[src/rtl/store_align_unit.sv]
// store_align_unit: turns an RV32 SB/SH/SW into word-aligned write beats with byte strobes.
// Ports: clk, rst (async, active-high); req_* store request in (valid/ready handshake);
//   mem_* write beat out (valid/ready handshake); done/fault one-cycle completion pulses.
// Macro STORE_ALIGN_MISALIGNED_SPLIT_EN: when defined, word-crossing stores are split
//   into two beats; when undefined, they are rejected with a fault pulse.
module store_align_unit #(
  parameter int REG_WIDTH_IN_BYTE = 4,
  parameter int REG_WIDTH_IN_BIT  = REG_WIDTH_IN_BYTE * 8,
  parameter int ADDR_WIDTH        = 32
) (
  input  logic                         clk,
  input  logic                         rst,
  input  logic                         req_valid,
  output logic                         req_ready,
  input  logic [2:0]                   req_funct3,
  input  logic [ADDR_WIDTH-1:0]        req_addr,
  input  logic [REG_WIDTH_IN_BIT-1:0]  req_data,
  output logic                         mem_valid,
  input  logic                         mem_ready,
  output logic [ADDR_WIDTH-1:0]        mem_addr,
  output logic [REG_WIDTH_IN_BIT-1:0]  mem_wdata,
  output logic [REG_WIDTH_IN_BYTE-1:0] mem_wstrb,
  output logic                         done,
  output logic                         fault
);

  typedef enum logic [1:0] {
    S_IDLE,
    S_BEAT0,
    S_BEAT1
  } state_t;

  state_t                         r_state;
  logic                           r_mem_valid;
  logic [ADDR_WIDTH-1:0]          r_mem_addr;
  logic [REG_WIDTH_IN_BIT-1:0]    r_mem_wdata;
  logic [REG_WIDTH_IN_BYTE-1:0]   r_mem_wstrb;
  logic                           r_done;
  logic                           r_fault;

  logic [1:0]                     w_off;
  logic [3:0]                     w_mask;
  logic                           w_f3_ok;
  logic [7:0]                     w_strb8;
  logic                           w_legal;
  logic [REG_WIDTH_IN_BIT-1:0]    w_data_lo;
  logic [ADDR_WIDTH-1:0]          w_word_addr;

  assign w_off       = req_addr[1:0];
  assign w_word_addr = {req_addr[ADDR_WIDTH-1:2], 2'b00};

  always_comb begin
    w_mask  = 4'b0000;
    w_f3_ok = 1'b0;
    unique case (1'b1)
      (req_funct3 == 3'b000): begin
        w_mask  = 4'b0001;
        w_f3_ok = 1'b1;
      end
      (req_funct3 == 3'b001): begin
        w_mask  = 4'b0011;
        w_f3_ok = 1'b1;
      end
      (req_funct3 == 3'b010): begin
        w_mask  = 4'b1111;
        w_f3_ok = 1'b1;
      end
      default: begin
        w_mask  = 4'b0000;
        w_f3_ok = 1'b0;
      end
    endcase
  end

  assign w_strb8 = {4'b0000, w_mask} << w_off;

`ifdef STORE_ALIGN_MISALIGNED_SPLIT_EN
  logic [2*REG_WIDTH_IN_BIT-1:0]  w_data64;
  logic [REG_WIDTH_IN_BIT-1:0]    r_hi_data;
  logic [REG_WIDTH_IN_BYTE-1:0]   r_hi_strb;

  assign w_data64  = {{REG_WIDTH_IN_BIT{1'b0}}, req_data} << {w_off, 3'b000};
  assign w_data_lo = w_data64[REG_WIDTH_IN_BIT-1:0];
  assign w_legal   = w_f3_ok;
`else
  // Only the low word is ever written, so the upper shift-out is dropped.
  assign w_data_lo = req_data << {w_off, 3'b000};
  assign w_legal   = w_f3_ok && (w_strb8[7:4] == 4'b0000);
`endif

  assign req_ready = (r_state == S_IDLE);

  always_ff @(posedge clk or posedge rst) begin
    if (rst) begin
      r_state     <= S_IDLE;
      r_mem_valid <= 1'b0;
      r_mem_addr  <= '0;
      r_mem_wdata <= '0;
      r_mem_wstrb <= '0;
      r_done      <= 1'b0;
      r_fault     <= 1'b0;
`ifdef STORE_ALIGN_MISALIGNED_SPLIT_EN
      r_hi_data   <= '0;
      r_hi_strb   <= '0;
`endif
    end else begin
      r_done  <= 1'b0;
      r_fault <= 1'b0;
      case (r_state)
        S_IDLE: begin
          if (req_valid) begin
            if (w_legal) begin
              r_state     <= S_BEAT0;
              r_mem_valid <= 1'b1;
              r_mem_addr  <= w_word_addr;
              r_mem_wdata <= w_data_lo;
              r_mem_wstrb <= w_strb8[3:0];
`ifdef STORE_ALIGN_MISALIGNED_SPLIT_EN
              r_hi_data   <= w_data64[2*REG_WIDTH_IN_BIT-1:REG_WIDTH_IN_BIT];
              r_hi_strb   <= w_strb8[7:4];
`endif
            end else begin
              r_fault <= 1'b1;
            end
          end
        end
        S_BEAT0: begin
          if (mem_ready) begin
`ifdef STORE_ALIGN_MISALIGNED_SPLIT_EN
            if (r_hi_strb != '0) begin
              // Second beat follows back-to-back; address wraps naturally.
              r_state     <= S_BEAT1;
              r_mem_addr  <= r_mem_addr + ADDR_WIDTH'(4);
              r_mem_wdata <= r_hi_data;
              r_mem_wstrb <= r_hi_strb;
            end else begin
              r_state     <= S_IDLE;
              r_mem_valid <= 1'b0;
              r_done      <= 1'b1;
            end
`else
            r_state     <= S_IDLE;
            r_mem_valid <= 1'b0;
            r_done      <= 1'b1;
`endif
          end
        end
`ifdef STORE_ALIGN_MISALIGNED_SPLIT_EN
        S_BEAT1: begin
          if (mem_ready) begin
            r_state     <= S_IDLE;
            r_mem_valid <= 1'b0;
            r_done      <= 1'b1;
          end
        end
`endif
        default: begin
          r_state     <= S_IDLE;
          r_mem_valid <= 1'b0;
        end
      endcase
    end
  end

  assign mem_valid = r_mem_valid;
  assign mem_addr  = r_mem_addr;
  assign mem_wdata = r_mem_wdata;
  assign mem_wstrb = r_mem_wstrb;
  assign done      = r_done;
  assign fault     = r_fault;

endmodule

[config.mk]
export PLATFORM = sky130hd
export DESIGN_NAME = store_align_unit
export DESIGN_NICKNAME = d
export VERILOG_FILES = /design/src/rtl/store_align_unit.sv
export SDC_FILE = /design/constraint.sdc
export NUM_CORES = 1
export LEC_CHECK = 0
export ABC_AREA = 1
export CAP_MARGIN = 20
export CORE_MARGIN = 5
export CORE_UTILIZATION = 40
export DETAILED_ROUTE_END_ITERATION = 7
export PLACE_DENSITY_LB_ADDON = 0.1
export SETUP_SLACK_MARGIN = 0.02
export SLEW_MARGIN = 20
export SYNTH_ARGS = -nofsm -noshare
export SYNTH_HDL_FRONTEND = slang
export SYNTH_SLANG_ARGS = --single-unit
[constraint.sdc]
create_clock -name clk -period 2.3 [get_ports clk]
set_clock_uncertainty 0.2 [all_clocks]
set_input_delay 0.46 -clock clk [delete_from_list [all_inputs] [get_ports clk]]
set_output_delay 0.46 -clock clk [all_outputs]
set_load 0.005 [all_outputs]
==> impl_metrics.env <==
export IMPL_met1_length_mm=4.81
export IMPL_grt_overflow_total=0
export IMPL_drtIter0Drc=279
export IMPL_worstPathMaxFanout=3
export IMPL_via_per_inst=5.10
export IMPL_start_util_pct=41.2
export IMPL_end_kind="primary output"
export IMPL_nFillCells=800
export IMPL_wl_met3_um=859
export IMPL_synthCells=486
export IMPL_final_setup_viol_count=0
export IMPL_yosysMostFrequentCell="nand2_1"
export IMPL_max_cap_violations=0
export IMPL_grt_setup_unrepaired="false"
export IMPL_yosysWarnings=0
export IMPL_h_tree_depth=3
export IMPL_finalHoldViolations=0
export IMPL_clockBufferDepth=2
export IMPL_r2r_start="mem_valid"
export IMPL_fp_dieH_um=105
export IMPL_clkSlewWorstSetupHoldPaths_ns=0.07
export IMPL_cts_resized=0
export IMPL_async_flop_share_pct=100
export IMPL_nets=689
export IMPL_power_switching_mw=1.12
export IMPL_cts_root_buf="clkbuf_8"
export IMPL_min_period_ns=2.00
export IMPL_p_total_mw=3.69
export IMPL_rows=34
export IMPL_pre_cts_slack_ns=0.114
export IMPL_p_seq_share_pct=43.7
export IMPL_yosysTopAreaCellShare_pct=48.0
export IMPL_syn_cell_area_um2=3590
export IMPL_synth_cell_types=20
export IMPL_io_pins=143
export IMPL_comb_power_share_pct=33.3
export IMPL_switching_share_pct=30.3
export IMPL_worstHoldStart="mem_wdata[3]"
export IMPL_wl_mm=11.0
export IMPL_top_layer_used="met4"
export IMPL_synthToLayoutAreaGrowth_pct=47.8
export IMPL_drive_gt1_share_pct=7.06
export IMPL_antenna_found_initial=0
export IMPL_ys_top_cells_by_count="nand2_1, dfrtp_1, nand4_1"
export IMPL_crit_type="register to primary output"
export IMPL_n_antenna_cell=0
export IMPL_grt_pass1_vias=3708
export IMPL_worstPathArrival_ns=1.34
export IMPL_io_buffer_count=140
export IMPL_slew_viol_final=0
export IMPL_ir_drop_mv=0.323
export IMPL_final_period_utilization_pct=86.7
export IMPL_pwr_share_clk_pct=23.0
export IMPL_synthFlopType="dfrtp_1"
export IMPL_post_synth_top_area_cell="dfrtp_1"
export IMPL_required_ns=1.64
export IMPL_dr_pass1_iters=4
export IMPL_place_gp_congestion=0.845
export IMPL_clock_sinks=69
export IMPL_cts_tree="built"
export IMPL_ys_seq_area_share_pct=48.0
export IMPL_setup_tns_ns=0
export IMPL_grt_pass1_wl_mm=18.3
export IMPL_vias=3728
export IMPL_wl_per_cell_um=15.0
export IMPL_track_usage_pct=20.1
export IMPL_clkLatencyLatePin_ns=0.34
export IMPL_power_leakage_nw=2.68
export IMPL_cts_buffers=9
export IMPL_hold_buffers=0
export IMPL_start_kind="register"
export IMPL_setup_ws_ns=0.305
export IMPL_max_freq_mhz=501
export IMPL_coreArea_um2=8720
export IMPL_p_int_mw=2.57
export IMPL_p_per_area_nw_per_um2=695
export IMPL_hold_class="register to register"
export IMPL_syn_area_per_cell_um2=7.40
export IMPL_outcome="completed"
export IMPL_grt_max_degree=70
export IMPL_post_cts_buffers=0
export IMPL_cp_startpoint="mem_valid"
export IMPL_wl_met2_mm=5.11
export IMPL_postRouteAntennaNets=0
export IMPL_synth_edf_count=0
export IMPL_dieArea_um2=11000
export IMPL_ys_ff_latch=69
export IMPL_die_w_um=105
export IMPL_hpwl_mm=7.99
export IMPL_drc_errors=0
export IMPL_synthTopCellsByArea="dfrtp_1, nand2_1, nand4_1"
cell type report:
type / count / area (um^2) / share of cell area [%]
clock inverters: 5 / 27.5 / 0.518
well taps: 108 / 135 / 2.54
flip-flops and latches: 69 / 1730 / 32.5
clock buffers: 11 / 131 / 2.47
inverters: 23 / 90.1 / 1.70
repair buffers: 162 / 1630 / 30.7
multi-input cells: 353 / 1570 / 29.6
worst max-delay path: stages (launching register included):
cell             delay (ns)
dfrtp_1                0.39
inv_1                  0.09
clkdlybuf4s50_1        0.51
placed cells by master, fill, tap and decap left out, types with 2 or more instances in the layout:
cell and n:
nand3_1 18, clkdlybuf4s50_1 140, inv_2 3, and2_1 8
clkbuf_1 2, clkinvlp_4 2, nand2_1 231, nor2_1 14
dfrtp_1 69, o21ai_0 8, clkbuf_8 9, nand4_1 66
conb_1 2, buf_4 17, buf_12 5, inv_1 19
clkinv_2 4
layer usage:
layer | up-vias | global-route usage, %
li1 | 1838 | -
met1 | 1723 | 27.1
met2 | 152 | 31.3
met3 | 15 | 5.18
met4 | 0 | 7.21
met5 | - | 0
stage by stage:
stage          instances  utilization, %  instance area [um^2]  hold WS, ns
2_1_floorplan        487               -                  3600        0.265
3_3_place_gp         715            59.1                  5150        0.254
3_5_place_dp         715            59.1                  5150        0.258
4_1_cts              731            60.9                  5310        0.275
5_1_grt              731            60.9                  5310        0.300
6_report             731            60.9                  5310        0.271
power by group through the flow:
stage | registers (mW) | logic [mW] | clock network [mW]
CTS | 1.62 | 1.25 | 0.871
detailed placement | 1.64 | 1.25 | 0
global placement | 1.63 | 1.23 | 0
global route | 1.65 | 1.36 | 0.916
floorplan | 1.64 | 0.427 | 0
finish | 1.61 | 1.23 | 0.849
logic make-up (layout without fill, tap and decap cells):
group	Yosys count	after routing	synth area share, %
buffers and inverters	65	201	8.56
flip-flops	69	69	48.0
other	1	2	0.104
AND/OR/NAND/NOR	339	339	41.4
AO/OA/AOI/OAI	12	12	1.88
registers in the layout (all words and copies together) (netlist names):
| signal | flops |
|---|---|
| fault | 1 |
| mem_addr | 30 |
| mem_wdata | 32 |
| mem_valid | 1 |
| done | 1 |
| mem_wstrb | 4 |
path summary, 6_finish.rpt:
check,slack (ns),end,cells after the start
setup reg to reg,0.78,mem_wdata[9],7
max in group asynchronous,1.23,mem_wdata[5],3
min in group asynchronous,0.36,mem_addr[29],3
setup / recovery,0.30,req_ready,2
hold reg to reg,0.27,mem_wdata[3],2
hold / removal,0.27,mem_wdata[3],2
Power figures use the tool's default switching activity.
